$ cat src/rtl/arbiter_pkg.sv
// Shared types and helpers for the clocked daisy-chain arbiter.
package arbiter_pkg;

   localparam int ARB_FIXED = 0;
   localparam int ARB_RR    = 1;

   typedef enum logic {
      IDLE  = 1'b0,
      GRANT = 1'b1
   } state_t;

   // Index width for N requesters; never narrower than one bit.
   function automatic int idx_w(input int n);
      return (n <= 1) ? 1 : $clog2(n);
   endfunction

endpackage

$ cat src/rtl/arbiter_pick.sv
// Combinational masked rotating-priority picker.
// Requests are rotated down by base using a doubled copy of the vector,
// the lowest set bit of the rotated vector wins, and its index is
// rotated back by adding base modulo N.
module arbiter_pick
   import arbiter_pkg::*;
#(
   parameter int N  = 8,
   parameter int IW = idx_w(N)
)
(
   input  logic [N-1:0]  req,
   input  logic [N-1:0]  mask,
   input  logic [IW-1:0] base,
   output logic [N-1:0]  win,
   output logic [IW-1:0] win_idx,
   output logic          any
);

   localparam logic [IW:0] N_EXT = (IW + 1)'(N);

   logic [N-1:0]  masked;
   logic [N-1:0]  rot;
   logic [IW-1:0] off;
   logic [IW:0]   sum;

   assign masked = req & ~mask;
   assign any    = |masked;

   // Rotate, find the first requester after base, then map its offset back to an absolute index.
   always_comb begin
      rot = N'({masked, masked} >> base);
      off = '0;
      for (int i = N - 1; i >= 0; i--) begin
         if (rot[i]) begin
            off = i[IW-1:0];
         end
      end
      sum = {1'b0, off} + {1'b0, base};
      if (sum >= N_EXT) begin
         sum = sum - N_EXT;
      end
      win_idx = sum[IW-1:0];
      win     = '0;
      if (any) begin
         win[win_idx] = 1'b1;
      end
   end

endmodule

$ cat src/rtl/arbiter_chain_rr.sv
// Clocked daisy-chain arbiter with registered one-hot grant, hold timeout,
// fixed-priority or round-robin selection, and en_in/en_out cascading.
module arbiter_chain_rr
   import arbiter_pkg::*;
#(
   parameter int N        = 8,
   parameter int MODE     = ARB_FIXED,
   parameter int MAX_HOLD = 0
)
(
   input  logic                  clk,
   input  logic                  reset_n,
   input  logic                  en_in,
   input  logic [0:N-1]          req,
   output logic [0:N-1]          gnt,
   output logic                  gnt_valid,
   output logic [idx_w(N)-1:0]   gnt_idx,
   output logic                  any_req,
   output logic                  en_out
);

   localparam int IW = idx_w(N);
   localparam int HW = (MAX_HOLD < 1) ? 1 : $clog2(MAX_HOLD + 1);
   localparam logic [HW-1:0] HOLD_MAX = HW'(MAX_HOLD);
   localparam logic [IW-1:0] LAST     = IW'(N - 1);

   if (N < 1) begin : g_bad_n
      $error("arbiter_chain_rr: N must be at least 1");
   end

   state_t        state_reg;
   logic [N-1:0]  gnt_reg;
   logic [IW-1:0] idx_reg;
   logic [IW-1:0] ptr_reg;
   logic [HW-1:0] hold_cnt_reg;

   logic [N-1:0]  req_v;
   logic [N-1:0]  mask;
   logic [IW-1:0] base;
   logic [N-1:0]  pick_win;
   logic [IW-1:0] pick_idx;
   logic          pick_any;
   logic          held;
   logic          timeout;
   logic [N-1:0]  grant_vec;
   logic [IW-1:0] grant_idx;

   // Ports are [0:N-1]; internal vectors are [N-1:0] with the same bit numbering.
   for (genvar gi = 0; gi < N; gi++) begin : g_bits
      assign req_v[gi] = req[gi];
      assign gnt[gi]   = gnt_reg[gi];
   end

   function automatic logic [IW-1:0] next_ptr(input logic [IW-1:0] k);
      return (k == LAST) ? '0 : k + IW'(1);
   endfunction

   arbiter_pick #(.N(N), .IW(IW)) u_pick (
      .req     (req_v),
      .mask    (mask),
      .base    (base),
      .win     (pick_win),
      .win_idx (pick_idx),
      .any     (pick_any)
   );

   // Hold/timeout decode and picker controls; a timed-out winner is masked for one arbitration.
   always_comb begin
      held    = req_v[idx_reg];
      timeout = (MAX_HOLD != 0) && (hold_cnt_reg >= HOLD_MAX);
      mask    = '0;
      if ((state_reg == GRANT) && held && timeout) begin
         mask[idx_reg] = 1'b1;
      end
      base = (MODE == ARB_RR) ? ptr_reg : '0;
      // With the current winner masked and nobody else asking, it simply wins again.
      grant_vec = pick_any ? pick_win : gnt_reg;
      grant_idx = pick_any ? pick_idx : idx_reg;
   end

   // Grant FSM with registered outputs, round-robin pointer and hold counter.
   always_ff @(posedge clk) begin
      if (!reset_n) begin
         state_reg    <= IDLE;
         gnt_reg      <= '0;
         idx_reg      <= '0;
         ptr_reg      <= '0;
         hold_cnt_reg <= '0;
      end else begin
         case (state_reg)
            IDLE: begin
               if (en_in && any_req) begin
                  state_reg    <= GRANT;
                  gnt_reg      <= grant_vec;
                  idx_reg      <= grant_idx;
                  hold_cnt_reg <= HW'(1);
                  if (MODE == ARB_RR) ptr_reg <= next_ptr(grant_idx);
               end
            end
            GRANT: begin
               if (!en_in) begin
                  state_reg    <= IDLE;
                  gnt_reg      <= '0;
                  idx_reg      <= '0;
                  hold_cnt_reg <= '0;
               end else if (held && !timeout) begin
                  if (MAX_HOLD != 0) hold_cnt_reg <= hold_cnt_reg + HW'(1);
               end else if (held || any_req) begin
                  gnt_reg      <= grant_vec;
                  idx_reg      <= grant_idx;
                  hold_cnt_reg <= HW'(1);
                  if (MODE == ARB_RR) ptr_reg <= next_ptr(grant_idx);
               end else begin
                  state_reg    <= IDLE;
                  gnt_reg      <= '0;
                  idx_reg      <= '0;
                  hold_cnt_reg <= '0;
               end
            end
            default: state_reg <= IDLE;
         endcase
      end
   end

   assign gnt_valid = |gnt_reg;
   assign gnt_idx   = idx_reg;
   assign any_req   = |req_v;
   assign en_out    = en_in & ~any_req & (state_reg == IDLE);

endmodule

$ cat config.mk
export PLATFORM = sky130hd
export DESIGN_NAME = arbiter_chain_rr
export DESIGN_NICKNAME = d
export VERILOG_FILES = /design/src/rtl/arbiter_pkg.sv /design/src/rtl/arbiter_pick.sv /design/src/rtl/arbiter_chain_rr.sv
export SDC_FILE = /design/constraint.sdc
export NUM_CORES = 1
export LEC_CHECK = 0
export ABC_AREA = 1
export CORE_AREA = 2 2 52 54
export DETAILED_ROUTE_END_ITERATION = 7
export DIE_AREA = 0 0 54 56
export MAX_ROUTING_LAYER = met4
export PLACE_DENSITY_LB_ADDON = 0.25
export SLEW_MARGIN = 20
export SYNTH_ARGS = -nofsm -noshare
export SYNTH_HDL_FRONTEND = slang
export SYNTH_SLANG_ARGS = --single-unit
$ cat constraint.sdc
create_clock -name clk -period 1.2 [get_ports clk]
set_clock_uncertainty 0.05 [all_clocks]
set_input_delay 0.24 -clock clk [delete_from_list [all_inputs] [get_ports clk]]
set_output_delay 0.24 -clock clk [all_outputs]
set_load 0.01 [all_outputs]
==> out/summary.txt <==
Rel. slew slack - 83.3%
count of final setup violators - 15
mean routed wirelength per cell - 12.0 µm
Starting Density - 33.7%
Post-Syn Nets - 155
fin util - 66.7%
row count - 18
maximum fanout along the worst path - 8
initial drt markers - 40
crit-path max cell delay - 0.35 ns
Max Clk Rate - 694 MHz
worst setup margin - -0.241 ns
clk buf depth - 2
CORE AREA - 2430 µm²
worst hold path class - register to register
CP required - 1.32 ns
total CTS buffers - 3
flop-to-flop setup slack - -0.24 ns
min-delay src - gnt_idx[2]
Remaining Overflow, GRT - 0
kind of end point of the critical path - register
Final Slew Violations - 0
Yosys reg bits - 12
hold slack - 0.467 ns
Least-Margin Pin Slew - 0.250 ns
ant diodes - 0
mapped cell area - 820 µm²
clk sinks - 12
Static Leak - 0.838 nW
chip height - 56 µm
fin cells - 239
Post-DRT Antenna Nets - 0
Net Switching - 0.000358 W
Post-Place Cells - 224
sequential share of power - 37.3%
Switching Share - 31.0%
setup TNS - -2.70 ns
Nets - 221
syn_area_per_cell - 5.69 µm²
R2R cell count - 11
unrepaired setup endpoints after global routing - yes
initial antenna violation count - 0
DR vias/cell - 4.69
layout cells sized above 1 - 57.4%
num ports - 25
crit start category - register
CTS clk-pin slew, worst paths - 0.08 ns
max-cap violations - 0
CP max-delay cell - dfxtp_4
Syn Inst Count - 144
maximum vdd drop - 0.797 mV
first-pass GRT wire length - 4.53 mm
outcome - complete, but fails checks
Hold Crit Depth - 2
Final Cycle Share - 120%
vias in the first global route - 1130
hold path endpoint - gnt_idx[2]
die area - 3020 µm²
Primary FF master, synth - dfxtp_1
R2R Path End - gnt_reg[4]
crit path DAT - 1.56 ns
clk_lat worst skew - 0.27 ns
# DRC - 0
CTS hold repair buffers - 0
Pwr Density - 712 nW/µm²
H-Tree Depth - 1
Final HPWL DP - 1.88 mm
Initial DRT Pass Iterations - 4
WS Path Type - register to register
R2R Path Start - gnt_idx[0]
worst path cell trace - buf_6 -> clkinv_8 -> nand2_4 -> nand3_2 -> nand3_2 -> nand3_4 -> buf_4 -> nand2_4 -> inv_8 -> nand2_1 -> a21oi_2
endpoints failing hold - 0
GRT Resource Usage Total - 19.9%
failing checks - setup timing
Die X - 54 µm
GPL Wtd Cong - 0.809
FILL cells - 189
Period minus WS final - 1.44 ns
via count - 1121
synthesis-to-finish area growth - 97.9%
yosys warns - 0
dpl ws - -0.870 ns
Logic pwr share - 34.1%
Clock Power Share - 28.6%
asr flop ratio synth - 0%
Pint - 0.000796 W
number of synthesized flops with an enable pin - 0
sequential area share after synthesis - 29.3%
CTS tree - done
largest net degree at the start of global routing - 11
number of flip-flops in the largest register - 8
WL final - 2.86 mm
# port buffers - 24
clk root buf - clkbuf_4
Synth cell types - 19
Setup crit start - gnt_idx[0]
## critical path: cells and delay by family, from the launching register on
family	cells	cell delay [ns]
AO/OA/AOI/OAI	1	0.05
buffers and inverters	4	0.40
flip-flops	1	0.35
AND/OR/NAND/NOR	6	0.46
## power groups by stage
stage	Sequential [W]	Combinational [W]	Clock (W)
floorplan	0.000441	0.000134	0
global placement	0.000434	0.000300	0
detailed placement	0.000435	0.000305	0
CTS	0.000426	0.000345	0.000333
global route	0.000431	0.000429	0.000358
finish	0.000430	0.000394	0.000330
## worst max path at each step
stage	endpoint	slack, ns	depth (start not counted)
6_report	gnt_reg[4]	-0.24	11
4_1_cts	gnt_reg[0]	-0.21	11
5_1_grt	gnt_reg[2]	-0.35	10
3_5_place_dp	en_out	-0.87	7
2_1_floorplan	gnt_reg[0]	-0.007	10
3_3_place_gp	en_out	-0.87	7
## layout make-up
cell class                 count  area [µm²]  area share, %
multi-input combinational    107         682           42.1
timing repair buffer          63         503           31.0
sequential                    12         256           15.8
inverter                      23         106           6.56
tap                           30        37.5           2.31
clock buffer                   4        36.3           2.24
## layout by cell type, fill, tap and decap left out, drive strengths merged
| cell type | netlist | routed |
|---|---|---|
| o21bai | 2 | 2 |
| dfxtp | 12 | 12 |
| o21ai | 3 | 3 |
| clkinv | 1 | 2 |
| buf | 2 | 58 |
| clkbuf | 0 | 6 |
| nand2 | 64 | 64 |
| inv | 22 | 21 |
| a21oi | 9 | 9 |
| nor2 | 13 | 13 |
| nor4 | 2 | 2 |
| nor3 | 1 | 1 |
| dlygate4sd2 | 0 | 2 |
| nand3 | 12 | 12 |
| clkdlybuf4s50 | 0 | 1 |
| nand3b | 1 | 1 |
## routing by layer
layer / up-vias / GRT usage (%) / routed length, µm
li1: 574 / - / -
met1: 510 / 22.1 / 1150
met2: 31 / 36.4 / 1560
met3: 6 / 2.96 / 117
met4: 0 / 3.57 / 32
met5: - / - / 0
## per-stage QoR
stage	power [W]	area, µm²
after global placement	0.000734	1330
after detailed placement	0.000739	1330
after floorplan	0.000575	842
final	0.00115	1620
after CTS	0.00110	1490
after global routing	0.00122	1620
## what timing repair did
item                       in CTS  in global routing
setup endpoints to repair      26                 17
setup buffers                  10                  1
resized for setup             128                 33
cloned                          0                  0
pin swaps                      14                 11
hold endpoints to repair        0                  0
## cell families after synthesis
logic type	Yosys count	synth area share [%]
simple gates	93	49.0
buf+inv	25	12.5
compound gates	14	9.16
flops	12	29.3
## cells in the mapped netlist (2+ instances only)
cell       n  area share, %
a21oi_1    9            5.5
inv_1     21            9.6
nor2_2     4            3.1
nor2_1     8            3.7
o21bai_1   2            1.8
o21ai_0    3            1.8
nand2_2    2            1.5
dfxtp_1   12             29
nor4_1     2            1.5
nand3_1   11            6.7
nand2_1   62             28
Note: power is estimated with default switching activity, not from simulation.
